$ cat src/rtl/pipe_pkg.sv
// Shared types and constants for the instruction fetch front end.
package pipe_pkg;

    // Fetch controller sequencing states.
    typedef enum logic [1:0] {
        ST_BOOT  = 2'd0,
        ST_RUN   = 2'd1,
        ST_REDIR = 2'd2
    } fetch_state_e;

    // Canonical RISC-V NOP (addi x0, x0, 0).
    localparam logic [31:0] NOP_INSTR = 32'h0000_0013;

    // Force a byte address onto a 32-bit word boundary.
    function automatic logic [31:0] word_align(input logic [31:0] addr);
        return addr & 32'hFFFF_FFFC;
    endfunction

endpackage

$ cat src/rtl/fetch_skid.sv
// One-entry skid buffer holding an instruction word and its byte PC.
// Clear has priority over push; a simultaneous push and pop reloads the slot.
module fetch_skid
    import pipe_pkg::*;
(
    input  logic        clk,
    input  logic        rst,
    input  logic        push,
    input  logic        pop,
    input  logic        clear,
    input  logic [31:0] push_data,
    input  logic [31:0] push_pc,
    output logic        valid,
    output logic [31:0] data,
    output logic [31:0] pc
);

    logic        valid_q, valid_d;
    logic [31:0] data_q,  data_d;
    logic [31:0] pc_q,    pc_d;

    // Next-entry selection: clear, then load, then drain, else hold.
    always_comb begin
        valid_d = valid_q;
        data_d  = data_q;
        pc_d    = pc_q;
        if (clear) begin
            valid_d = 1'b0;
        end else if (push) begin
            valid_d = 1'b1;
            data_d  = push_data;
            pc_d    = push_pc;
        end else if (pop) begin
            valid_d = 1'b0;
        end else begin
            valid_d = valid_q;
        end
    end

    // Entry storage; an empty slot resets to a harmless NOP.
    always_ff @(posedge clk or negedge rst) begin
        if (!rst) begin
            valid_q <= 1'b0;
            data_q  <= NOP_INSTR;
            pc_q    <= 32'h0000_0000;
        end else begin
            valid_q <= valid_d;
            data_q  <= data_d;
            pc_q    <= pc_d;
        end
    end

    assign valid = valid_q;
    assign data  = data_q;
    assign pc    = pc_q;

endmodule

$ cat src/rtl/fetch_ctrl.sv
// Instruction fetch controller: issues word reads to a 1-cycle memory, keeps
// at most two instructions buffered (output register + skid) and handles
// branch redirects, which flush everything older than the target fetch.
module fetch_ctrl
    import pipe_pkg::*;
#(
    parameter int          ADDR_WIDTH = 10,
    parameter logic [31:0] RESET_PC   = 32'h0000_0000
) (
    input  logic                  clk,
    input  logic                  rst,
    input  logic                  redirect,
    input  logic [31:0]           branch_target,
    input  logic                  id_ready,
    output logic                  imem_en,
    output logic [ADDR_WIDTH-1:0] imem_addr,
    input  logic [31:0]           imem_rdata,
    output logic                  if_valid,
    output logic [31:0]           if_pc,
    output logic [31:0]           if_instr,
    output logic                  misaligned
);

    fetch_state_e state_q, state_d;
    logic [31:0]  pc_q, pc_d;               // next sequential fetch byte address
    logic         inflight_q, inflight_d;   // read issued last cycle returns now
    logic [31:0]  inflight_pc_q, inflight_pc_d;
    logic         if_valid_q, if_valid_d;
    logic [31:0]  if_pc_q, if_pc_d;
    logic [31:0]  if_instr_q, if_instr_d;
    logic         misaligned_q, misaligned_d;

    logic         consume_s;
    logic [1:0]   occ_s;
    logic         issue_s;
    logic         out_free_s;
    logic         skid_push_s, skid_pop_s, skid_clear_s;
    logic         skid_valid_s;
    logic [31:0]  skid_data_s, skid_pc_s;

    fetch_skid u_skid (
        .clk       (clk),
        .rst       (rst),
        .push      (skid_push_s),
        .pop       (skid_pop_s),
        .clear     (skid_clear_s),
        .push_data (imem_rdata),
        .push_pc   (inflight_pc_q),
        .valid     (skid_valid_s),
        .data      (skid_data_s),
        .pc        (skid_pc_s)
    );

    // Issue decision and memory request; only redirect muxes the address.
    always_comb begin
        consume_s = if_valid_q & id_ready;
        occ_s     = {1'b0, if_valid_q} + {1'b0, skid_valid_s}
                  + {1'b0, inflight_q} - {1'b0, consume_s};
        case (state_q)
            ST_BOOT:           issue_s = 1'b1;
            ST_RUN, ST_REDIR:  issue_s = (occ_s < 2'd2);
            default:           issue_s = 1'b0;
        endcase
        imem_en = rst & (redirect | issue_s);
        if (redirect) begin
            imem_addr = branch_target[ADDR_WIDTH+1:2];
        end else begin
            imem_addr = pc_q[ADDR_WIDTH+1:2];
        end
    end

    // Next-state, fetch PC and output/skid steering.
    always_comb begin
        state_d       = state_q;
        pc_d          = pc_q;
        inflight_d    = 1'b0;
        inflight_pc_d = inflight_pc_q;
        if_valid_d    = if_valid_q;
        if_pc_d       = if_pc_q;
        if_instr_d    = if_instr_q;
        misaligned_d  = 1'b0;
        skid_push_s   = 1'b0;
        skid_pop_s    = 1'b0;
        skid_clear_s  = 1'b0;
        out_free_s    = ~if_valid_q | consume_s;

        case (state_q)
            ST_BOOT:  state_d = ST_RUN;
            ST_RUN:   state_d = ST_RUN;
            ST_REDIR: state_d = ST_RUN;
            default:  state_d = ST_BOOT;
        endcase

        if (redirect) begin
            // Flush: the returning read and any buffered work are stale.
            state_d       = ST_REDIR;
            pc_d          = word_align(branch_target) + 32'd4;
            inflight_d    = 1'b1;
            inflight_pc_d = word_align(branch_target);
            if_valid_d    = 1'b0;
            skid_clear_s  = 1'b1;
            misaligned_d  = (branch_target[1:0] != 2'b00);
        end else begin
            if (issue_s) begin
                pc_d          = pc_q + 32'd4;
                inflight_d    = 1'b1;
                inflight_pc_d = word_align(pc_q);
            end else begin
                inflight_d    = 1'b0;
            end

            if (out_free_s) begin
                // Older skid entry goes out first, returning data backfills it.
                if (skid_valid_s) begin
                    if_valid_d  = 1'b1;
                    if_pc_d     = skid_pc_s;
                    if_instr_d  = skid_data_s;
                    skid_pop_s  = 1'b1;
                    skid_push_s = inflight_q;
                end else if (inflight_q) begin
                    if_valid_d  = 1'b1;
                    if_pc_d     = inflight_pc_q;
                    if_instr_d  = imem_rdata;
                end else begin
                    if_valid_d  = 1'b0;
                end
            end else begin
                // Output stalled: park the returning word in the skid slot.
                skid_push_s = inflight_q;
            end
        end
    end

    // State and output registers.
    always_ff @(posedge clk or negedge rst) begin
        if (!rst) begin
            state_q       <= ST_BOOT;
            pc_q          <= RESET_PC;
            inflight_q    <= 1'b0;
            inflight_pc_q <= 32'h0000_0000;
            if_valid_q    <= 1'b0;
            if_pc_q       <= 32'h0000_0000;
            if_instr_q    <= 32'h0000_0000;
            misaligned_q  <= 1'b0;
        end else begin
            state_q       <= state_d;
            pc_q          <= pc_d;
            inflight_q    <= inflight_d;
            inflight_pc_q <= inflight_pc_d;
            if_valid_q    <= if_valid_d;
            if_pc_q       <= if_pc_d;
            if_instr_q    <= if_instr_d;
            misaligned_q  <= misaligned_d;
        end
    end

    assign if_valid   = if_valid_q;
    assign if_pc      = if_pc_q;
    assign if_instr   = if_instr_q;
    assign misaligned = misaligned_q;

endmodule
$ cat config.mk
export PLATFORM = sky130hd
export DESIGN_NAME = fetch_ctrl
export DESIGN_NICKNAME = d
export VERILOG_FILES = /design/src/rtl/pipe_pkg.sv /design/src/rtl/fetch_skid.sv /design/src/rtl/fetch_ctrl.sv
export SDC_FILE = /design/constraint.sdc
export NUM_CORES = 1
export LEC_CHECK = 0
export CORE_ASPECT_RATIO = 1.5
export CORE_MARGIN = 10
export CORE_UTILIZATION = 50
export CTS_CLUSTER_SIZE = 16
export DETAILED_ROUTE_END_ITERATION = 8
export HOLD_SLACK_MARGIN = 0.02
export PLACE_DENSITY = 0.75
export SLEW_MARGIN = 20
export SYNTH_ARGS = -nofsm -noshare
export SYNTH_HDL_FRONTEND = slang
export SYNTH_SLANG_ARGS = --single-unit
$ cat constraint.sdc
create_clock -name clk -period 3.1 [get_ports clk]
set_clock_uncertainty 0.2 [all_clocks]
set_input_delay 0.31 -clock clk [delete_from_list [all_inputs] [get_ports clk]]
set_output_delay 0.31 -clock clk [all_outputs]
set_load 0.005 [all_outputs]
==> reports/qor.txt, run 1 <==
GPL Wtd Cong: 0.853
DR iter-0 viols: 471
Routed len/inst: 16.7 um
Post-synth EDFFs: 0
Syn Area/Cell: 11.2 sq um
DP Area: 0.0109 sq mm
Clock slew seen by the registers of the worst setup and hold paths: 0.08 ns
Leading area contributor after synthesis: dfrtp_1
Leak: 4.68 nW
Die ar.: 0.0244 sq mm
CTS tree: built
Synth Instances: 826
Die Height: 187 um
Worst Setup End Kind: output port
Synth top cells by count: 187 x dfrtp_1, 98 x mux2i_1, 88 x nor2_1
Largest net degree at the start of global routing: 110
Skew-Pair Late Insertion Delay: 0.43 ns
Critical Path AT: 2.44 ns
Final Worst Setup Slack: 0.147 ns
Post-DP HPWL: 14400 um
Crit path largest cell delay: 0.37 ns
Final Hold Fails: 0
Critical Path Start Type: flop
Max FO, Critical Path: 2
Register bit total from synthesis: 190
Filler cells: 1468
DRC viols: 0
Worst vdd ir: 0.000342 V
Critical R2R Capture: inflight_pc_q[29]
CP cell instances: and2_1 > ha_1 > inv_1 > ha_4 > a21oi_2 > mux2i_1 > or2_1 > nor2_2 > inv_2 > and2_1 > buf_2
Cell count along the critical path: 11
F_max: 339 MHz
P per Cell Area: 678 mW/mm^2
CTS buffer count: 17
Setup CP Type: reg2out
Vias per cell: 5.28
Cells on worst reg2reg path: 13
Hold WC Path Type: in2reg
Crit path buffers/inverters: 3
H-Tree Depth: 4
Setup violators final: 0
First-pass GRT wire length: 33500 um
Critical R2R Launch: if_valid
Worst path top cell family by delay: simple AND/OR/NAND/NOR gates
Flop2flop setup slack: 0.22 ns
Req. time, crit path: 2.59 ns
Fin crit share: 95.2%
Row Count: 60
Yosys warning count: 0
Place WS: -0.266 ns
Ant. Diodes: 0
Vias in the first global route: 6487
Port bufs: 142
Clock Sink Count: 190
Count leader, synth: dfrtp_1
Post-synth top area share: 50.6%
Root buffer cell: clkbuf_16
Final min period: 2.95 ns
I/O pins: 145
Synth cell types: 57
Area grow syn2layout: 24.7%
Slew Viols, Final: 0
Hold depth: 3
Worst path slowest cell: dfrtp_1
# nets final: 1028
Slew @ Worst Pin: 0.679 ns
Antenna violations before repair: 0
Tot Pwr: 7.81 mW
CP startpoint: if_valid
Sequential area share after synthesis: 51.5%
Crit path top cell by count: and2_1
Drt pass-1 iters: 6
Via count: 6423
CTS max path bufs: 2
Core Area: 0.0181 sq mm
Total gr overflow: 0
Post-route ant nets: 0
Layout cells sized above 1: 17.7%
CP endpoint: imem_en
Ys flop type: dfrtp_1
Starting Density: 51.1%
Final Cell Area: 0.0115 sq mm
Status: completed
Routed WL: 20300 um
Asr flop ratio synth: 100%
Die Width: 131 um
Total GRT Usage: 17.0%
Max_cap viols: 0
Slew headroom: 54.7%
Post-Syn Area: 0.00925 sq mm
Synth top area cells: dfrtp_1 51%, mux2i_1 11%, mux2_2 9.9%, a21oi_1 4.2%, nor2_1 3.6%
[what timing repair did]
action                                  4_1_cts  5_1_grt
gates resized for setup                       5        1
endpoints found under the setup margin        1        1
hold endpoints to repair                     27        0
hold buffers                                  1        0
buffers inserted                              3        2
pin swaps                                     3        3
[per-stage QoR]
stage / TNS (ns) / instances / utilization [%] / hold slack, ns
2_1_floorplan: 0 / 827 / - / -0.186
6_report: 0 / 1216 / 63.7 / 0.106
5_1_grt: -0.0186 / 1216 / 63.7 / 0.130
3_5_place_dp: -1.47 / 1178 / 60.2 / 0.0317
3_3_place_gp: -0.238 / 1178 / 60.2 / 0.0290
4_1_cts: 0 / 1214 / 63.6 / 0.0985
[flip-flops by register name (all words and copies together) (netlist names)]
signal	count
inflight_pc_q	30
u_skid.valid	1
u_skid.pc	30
pc_q	30
u_skid.data	32
if_instr	32
if_pc	30
misaligned	1
if_valid	1
inflight_q	1
state_q	2
[worst min-delay path by stage]
stage                     startpoint     endpoint  slack (ns)
final                       redirect      pc_q[2]        0.11
after global routing        redirect      pc_q[2]        0.13
after CTS                   redirect      pc_q[2]         0.1
after detailed placement         rst     pc_q[24]        0.03
after global placement           rst     pc_q[24]        0.03
after floorplan                  rst  if_instr[0]       -0.19
[layout make-up]
class	count	area, sq um	share of cell area [%]
flip-flops and latches	190	4760	41.3
inverters	10	37.5	0.326
well taps	248	310	2.69
clock inverters	15	150	1.30
repair buffers	172	1680	14.6
multi-input cells	564	4160	36.1
clock buffers	17	425	3.69
[cell families (layout without fill, tap and decap cells)]
logic type	after synthesis	after routing	share of synthesized area, %
other	1	2	0.0406
AOI/OAI and AO/OA	131	131	8.03
DFF	190	190	51.5
muxes	179	179	20.5
buffers and inverters	73	214	3.86
xor gates and xnor gates	43	43	4.07
adders and majority gates	5	5	0.677
and+or+nand+nor	204	204	11.4
[where the power goes]
part | switching [mW] | leakage [nW] | internal [mW]
logic | 0.849 | 2.20 | 1.21
registers | 0.413 | 2.20 | 3.19
clock network | 1.02 | 0.286 | 1.14
total | 2.28 | 4.68 | 5.53
[cell usage in the layout (no fill, tap or decap), types with 7 or more instances in the layout]
master | synthesis | routed
nand4_1 | 7 | 7
mux2_2 | 81 | 81
mux2i_1 | 98 | 98
buf_4 | 14 | 27
dfrtp_1 | 187 | 186
nor3_1 | 15 | 14
nor2_1 | 88 | 88
xnor2_1 | 31 | 31
o21ai_0 | 28 | 28
inv_1 | 9 | 9
xor2_1 | 12 | 12
nand2_1 | 41 | 41
clkbuf_16 | 0 | 17
nand3_1 | 15 | 15
a21oi_1 | 77 | 76
clkdlybuf4s50_1 | 0 | 139
[worst register-to-register path: cells and delay by family, from the launching register on]
| kind | cells | cell delay, ns |
|---|---|---|
| multiplexers | 2 | 0.31 |
| buffers and inverters | 5 | 0.79 |
| flip-flops | 1 | 0.37 |
| adder cells (fa/ha/maj) | 2 | 0.46 |
| AO/OA/AOI/OAI | 2 | 0.24 |
| AND/OR/NAND/NOR | 2 | 0.39 |
[metal layers]
metal	global-route usage (%)	part of all wire, %
met1	21.0	43
met2	28.4	50
met3	3.03	4.9
met4	6.48	2.3
met5	0	0
No activity file was read; power rests on OpenSTA's default activity.
==> inputs of run 2 (changes only) <==
--- a/constraint.sdc
+++ b/constraint.sdc
@@ -4,2 +4,2 @@
 set_output_delay 0.31 -clock clk [all_outputs]
-set_load 0.005 [all_outputs]
+set_load 0.1 [all_outputs]
==> run 2 against run 1 <==
Against the previous run:
- combinational power is 89% higher
- maximum frequency is 2.4% lower
- sequential power hardly changed
- largest cell class unchanged
==> reports/qor.txt, run 2 (same netlist as run 1, synthesis figures left out) <==
Status: completed
Fin Setup TNS: 0 ns
Final core utilization: 63.5%
Die Height: 187 um
Post-route ant nets: 0
Flop2flop setup slack: 0.29 ns
Setup CP Type: reg2out
Final min period: 3.03 ns
Largest net degree at the start of global routing: 89
Die ar.: 0.0244 sq mm
Leak: 4.79 nW
Max FO, Critical Path: 2
Layout cells sized above 1: 26.2%
Most frequent cells in the layout: 185 x dfrtp_1, 103 x buf_4, 98 x mux2i_1
Post-DP HPWL: 14800 um
Root buffer cell: clkbuf_16
Max_cap viols: 0
DR iter-0 viols: 404
Skew-Pair Late Insertion Delay: 0.43 ns
Critical R2R Capture: pc_q[18]
Clock Sink Count: 190
DP Area: 0.0108 sq mm
Row Count: 60
F_max: 330 MHz
P per Cell Area: 847 mW/mm^2
First-pass GRT wire length: 35100 um
Req. time, crit path: 2.59 ns
Core Area: 0.0181 sq mm
Slew Viols, Final: 0
Vias per cell: 5.30
Clock slew seen by the registers of the worst setup and hold paths: 0.08 ns
Total GRT Usage: 17.8%
Final Cell Area: 0.0115 sq mm
GPL Wtd Cong: 0.889
Die Width: 131 um
DRC viols: 0
Hold WC Path Type: in2async
Cells on worst reg2reg path: 13
Fin crit share: 97.6%
Slew headroom: 45.5%
Critical R2R Launch: if_valid
CTS max path bufs: 2
I/O pins: 145
Worst Setup End Kind: output port
Vias in the first global route: 6751
Critical Path Start Type: flop
RSZ-0062 raised after global routing: true
Slew @ Worst Pin: 0.817 ns
Commonest non-fill, non-tap cell in the layout: dfrtp_1
Total gr overflow: 0
CTS buffer count: 17
Via count: 6476
Final Hold Fails: 0
Antenna violations before repair: 0
Starting Density: 51.1%
Area grow syn2layout: 24.2%
Routed len/inst: 17.3 um
Ant. Diodes: 0
Critical Path AT: 2.52 ns
H-Tree Depth: 4
Drt pass-1 iters: 4
Worst vdd ir: 0.000461 V
Routed WL: 21100 um
Port bufs: 142
# nets final: 1033
Setup violators final: 0
CTS tree: built
## run 2: worst max-delay path, cell delays in order (launching register included)
cell	delay, ns
dfrtp_4	0.47
and2_4	0.15
ha_4	0.25
inv_2	0.04
ha_4	0.26
a21oi_4	0.05
mux2i_1	0.12
or2_1	0.26
nor2_4	0.14
inv_2	0.05
and2_4	0.14
buf_12	0.16
## run 2: cell type report
type / count / area [sq um]
fill: 1484 / 6610
sequential: 190 / 4770
multi-input combinational: 564 / 4190
timing repair buffer: 177 / 1580
clock buffer: 17 / 425
tap: 248 / 310
clock inverter: 15 / 174
inverter: 10 / 37.5
## run 2: what timing repair did
action | CTS | global route
hold buffers | 1 | 0
pin swaps | 4 | 4
gates resized for setup | 0 | 1
setup buffers | 5 | 1
endpoints found under the setup margin | 1 | 1
gates cloned | 0 | 0
hold endpoints to repair | 104 | 0
## run 2: through the flow
stage	std cells	total power, mW	setup WS, ns	hold slack, ns
global route	1221	10.2	-0.0497	0.172
finish	1221	9.72	0.0736	0.139
floorplan	827	6.60	0.0214	-0.186
CTS	1220	9.81	0.00593	0.134
detailed placement	1182	7.57	0.0585	0.0380
global placement	1182	7.48	0.100	0.0377
## run 2: worst max path at each step
stage	depth (start not counted)	to	slack, ns	startpoint
detailed placement	12	imem_en	0.06	id_ready
finish	11	imem_en	0.07	if_valid
CTS	11	imem_en	0.006	if_valid
global route	11	imem_en	-0.05	if_valid
global placement	12	imem_en	0.10	id_ready
floorplan	12	imem_en	0.02	if_valid
## run 2: routing by layer
metal  routed length (um)  up-vias  track usage (%)
met3                 1020       42             3.57
met1                 8700     3129             21.5
met4                  717        0             8.24
met2                10700      150             29.6
met5                    0        -                0
li1                     -     3155                -
## run 2: power breakdown
group | switching [mW] | internal [mW]
registers | 0.430 | 3.19
clock network | 1.05 | 1.16
logic | 2.75 | 1.14
total | 4.24 | 5.49
==> inputs of run 3 (changes only) <==
CORE_ASPECT_RATIO = 0.8   (was 1.5)
CTS_CLUSTER_DIAMETER = 40   (was unset)
GPL_TIMING_DRIVEN = 1   (was unset)
==> run 3 against run 2 <==
Against the previous run:
- setup slack worse by 0.054 ns
- global-route usage is 0.61 points lower
- core utilization is 0.11 points lower
- total power is 0.41% higher
- design area is 0.24% higher
- first-iteration DRC count is 35% higher
- final cell count is 1.4% lower
- largest cell class unchanged
- highest routed layer unchanged
==> reports/qor.txt, run 3 (same netlist as run 1, synthesis figures left out) <==
Hold endpoint: misaligned
Most frequent cells in the layout: 185 x dfrtp_1, 101 x buf_4, 98 x mux2i_1
Starting Density: 50.9%
First-pass GRT wire length: 33700 um
Hold depth: 2
Commonest non-fill, non-tap cell in the layout: dfrtp_1
RSZ-0062 raised after global routing: true
Drt pass-1 iters: 5
Final min period: 3.08 ns
Seq pwr share: 37.1%
Vias in the first global route: 6398
Via count: 6545
F_max: 325 MHz
DR iter-0 viols: 544
Critical Path Start Type: flop
Comb power frac: 40.0%
Die Width: 172 um
# nets final: 1034
Inst Count DP: 1164
Antenna violations before repair: 0
Routed WL: 21100 um
H-Tree Depth: 4
Req. time, crit path: 2.59 ns
Cell Count, Final, Fillers Out: 1204
Cells on worst reg2reg path: 12
Die ar.: 0.0244 sq mm
Switching pwr: 4.21 mW
Core Area: 0.0182 sq mm
Skew-Pair Late Insertion Delay: 0.43 ns
Final Hold Fails: 0
Fin crit share: 99.4%
Cell count along the critical path: 11
Max FO, Critical Path: 2
Status: completed
Worst Setup End Kind: output port
Die Height: 142 um
Critical R2R Capture: inflight_pc_q[24]
Max_cap viols: 0
Worst path slowest cell: dfrtp_4
CTS max path bufs: 2
P per Cell Area: 848 mW/mm^2
Place WS: 0.0285 ns
Worst path top cell family by delay: simple AND/OR/NAND/NOR gates
Setup CP Type: reg2out
Tot Pwr: 9.76 mW
Hold Startpoint: branch_target[0]
Layout cells sized above 1: 26.2%
Sw frac: 43.1%
Leak: 4.81 nW
Filler cells: 1446
Root buffer cell: clkbuf_16
Routed len/inst: 17.5 um
Critical R2R Launch: if_valid
Largest net degree at the start of global routing: 83
Total GRT Usage: 17.2%
Clock power share: 22.9%
Slew @ Worst Pin: 0.869 ns
Port bufs: 142
Area grow syn2layout: 24.5%
Slew headroom: 42.1%
Critical Path AT: 2.57 ns
Hold WC Path Type: in2reg
Vias per cell: 5.44
CTS tree: built
Fin Setup TNS: 0 ns
Post-DP HPWL: 14800 um
Clock slew seen by the registers of the worst setup and hold paths: 0.07 ns
Final Worst Setup Slack: 0.0192 ns
GPL Wtd Cong: 0.853
Internal: 5.56 mW
Worst vdd ir: 0.000681 V
DRC viols: 0
Row Count: 44
Flop2flop setup slack: 0.21 ns
Ant. Diodes: 0
Setup violators final: 0
Post-route ant nets: 0
Total gr overflow: 0
Crit path largest cell delay: 0.47 ns
CTS buffer count: 17
Clock Sink Count: 190
Crit path buffers/inverters: 3
I/O pins: 145
Slew Viols, Final: 0
CP cell instances: and2_4 > ha_4 > inv_2 > ha_4 > a21oi_2 > mux2i_1 > or2_1 > nor2_4 > inv_4 > and2_4 > buf_12
## run 3: cell count changes in the layout (fill, tap and decap cells not counted), moves of 2 or more
| cell | delta |
|---|---|
| clkinv_8 | -2 |
| buf_4 | -2 |
| buf_12 | +2 |
| inv_6 | -2 |
| clkinvlp_4 | +2 |
## run 3: repair_timing
item / CTS / global route
cloned: 0 / 0
endpoints found under the setup margin: 1 / 1
hold buffers: 3 / 0
gates resized for setup: 1 / 0
pin swaps: 6 / 2
setup buffers: 5 / 0
hold endpoints to repair: 64 / 0
## run 3: power by group through the flow
stage	Clock, mW	Combinational (mW)	Sequential, mW
after floorplan	0	1.40	5.20
after global placement	0	3.85	3.63
after detailed placement	0	3.90	3.67
after CTS	2.29	3.94	3.63
after global routing	2.40	4.11	3.71
final	2.23	3.90	3.63
## run 3: metrics by stage
step                instance area, sq um  hold WS [ns]  util (%)
finish                             11500         0.264      63.4
global placement                   10800         0.152      59.6
CTS                                11500         0.246      63.4
floorplan                           9310        -0.186         -
detailed placement                 10800         0.144      59.6
global route                       11500         0.260      63.4
## run 3: how the worst max path moves through the flow
stage	to	from	slack, ns
3_3_place_gp	inflight_pc_q[29]	id_ready	0.07
2_1_floorplan	imem_en	if_valid	0.02
6_report	imem_en	if_valid	0.02
5_1_grt	imem_en	if_valid	-0.07
3_5_place_dp	inflight_pc_q[24]	id_ready	0.03
4_1_cts	imem_en	if_valid	0.002
## run 3: area by class of cell
type	count	area (sq um)	share of cell area, %
flip-flops and latches	190	4770	41.4
clock inverters	15	178	1.54
inverters	10	40.0	0.348
clock buffers	17	425	3.70
repair buffers	178	1630	14.2
well taps	230	288	2.50
multi-input cells	564	4180	36.3
## run 3: layer usage
layer	share of wire, %	GRT usage (%)	up-vias
li1	-	-	3156
met5	0	0	-
met2	43	24.3	182
met1	50	25.5	3195
met4	0.67	3.62	0
met3	6.8	5.07	12
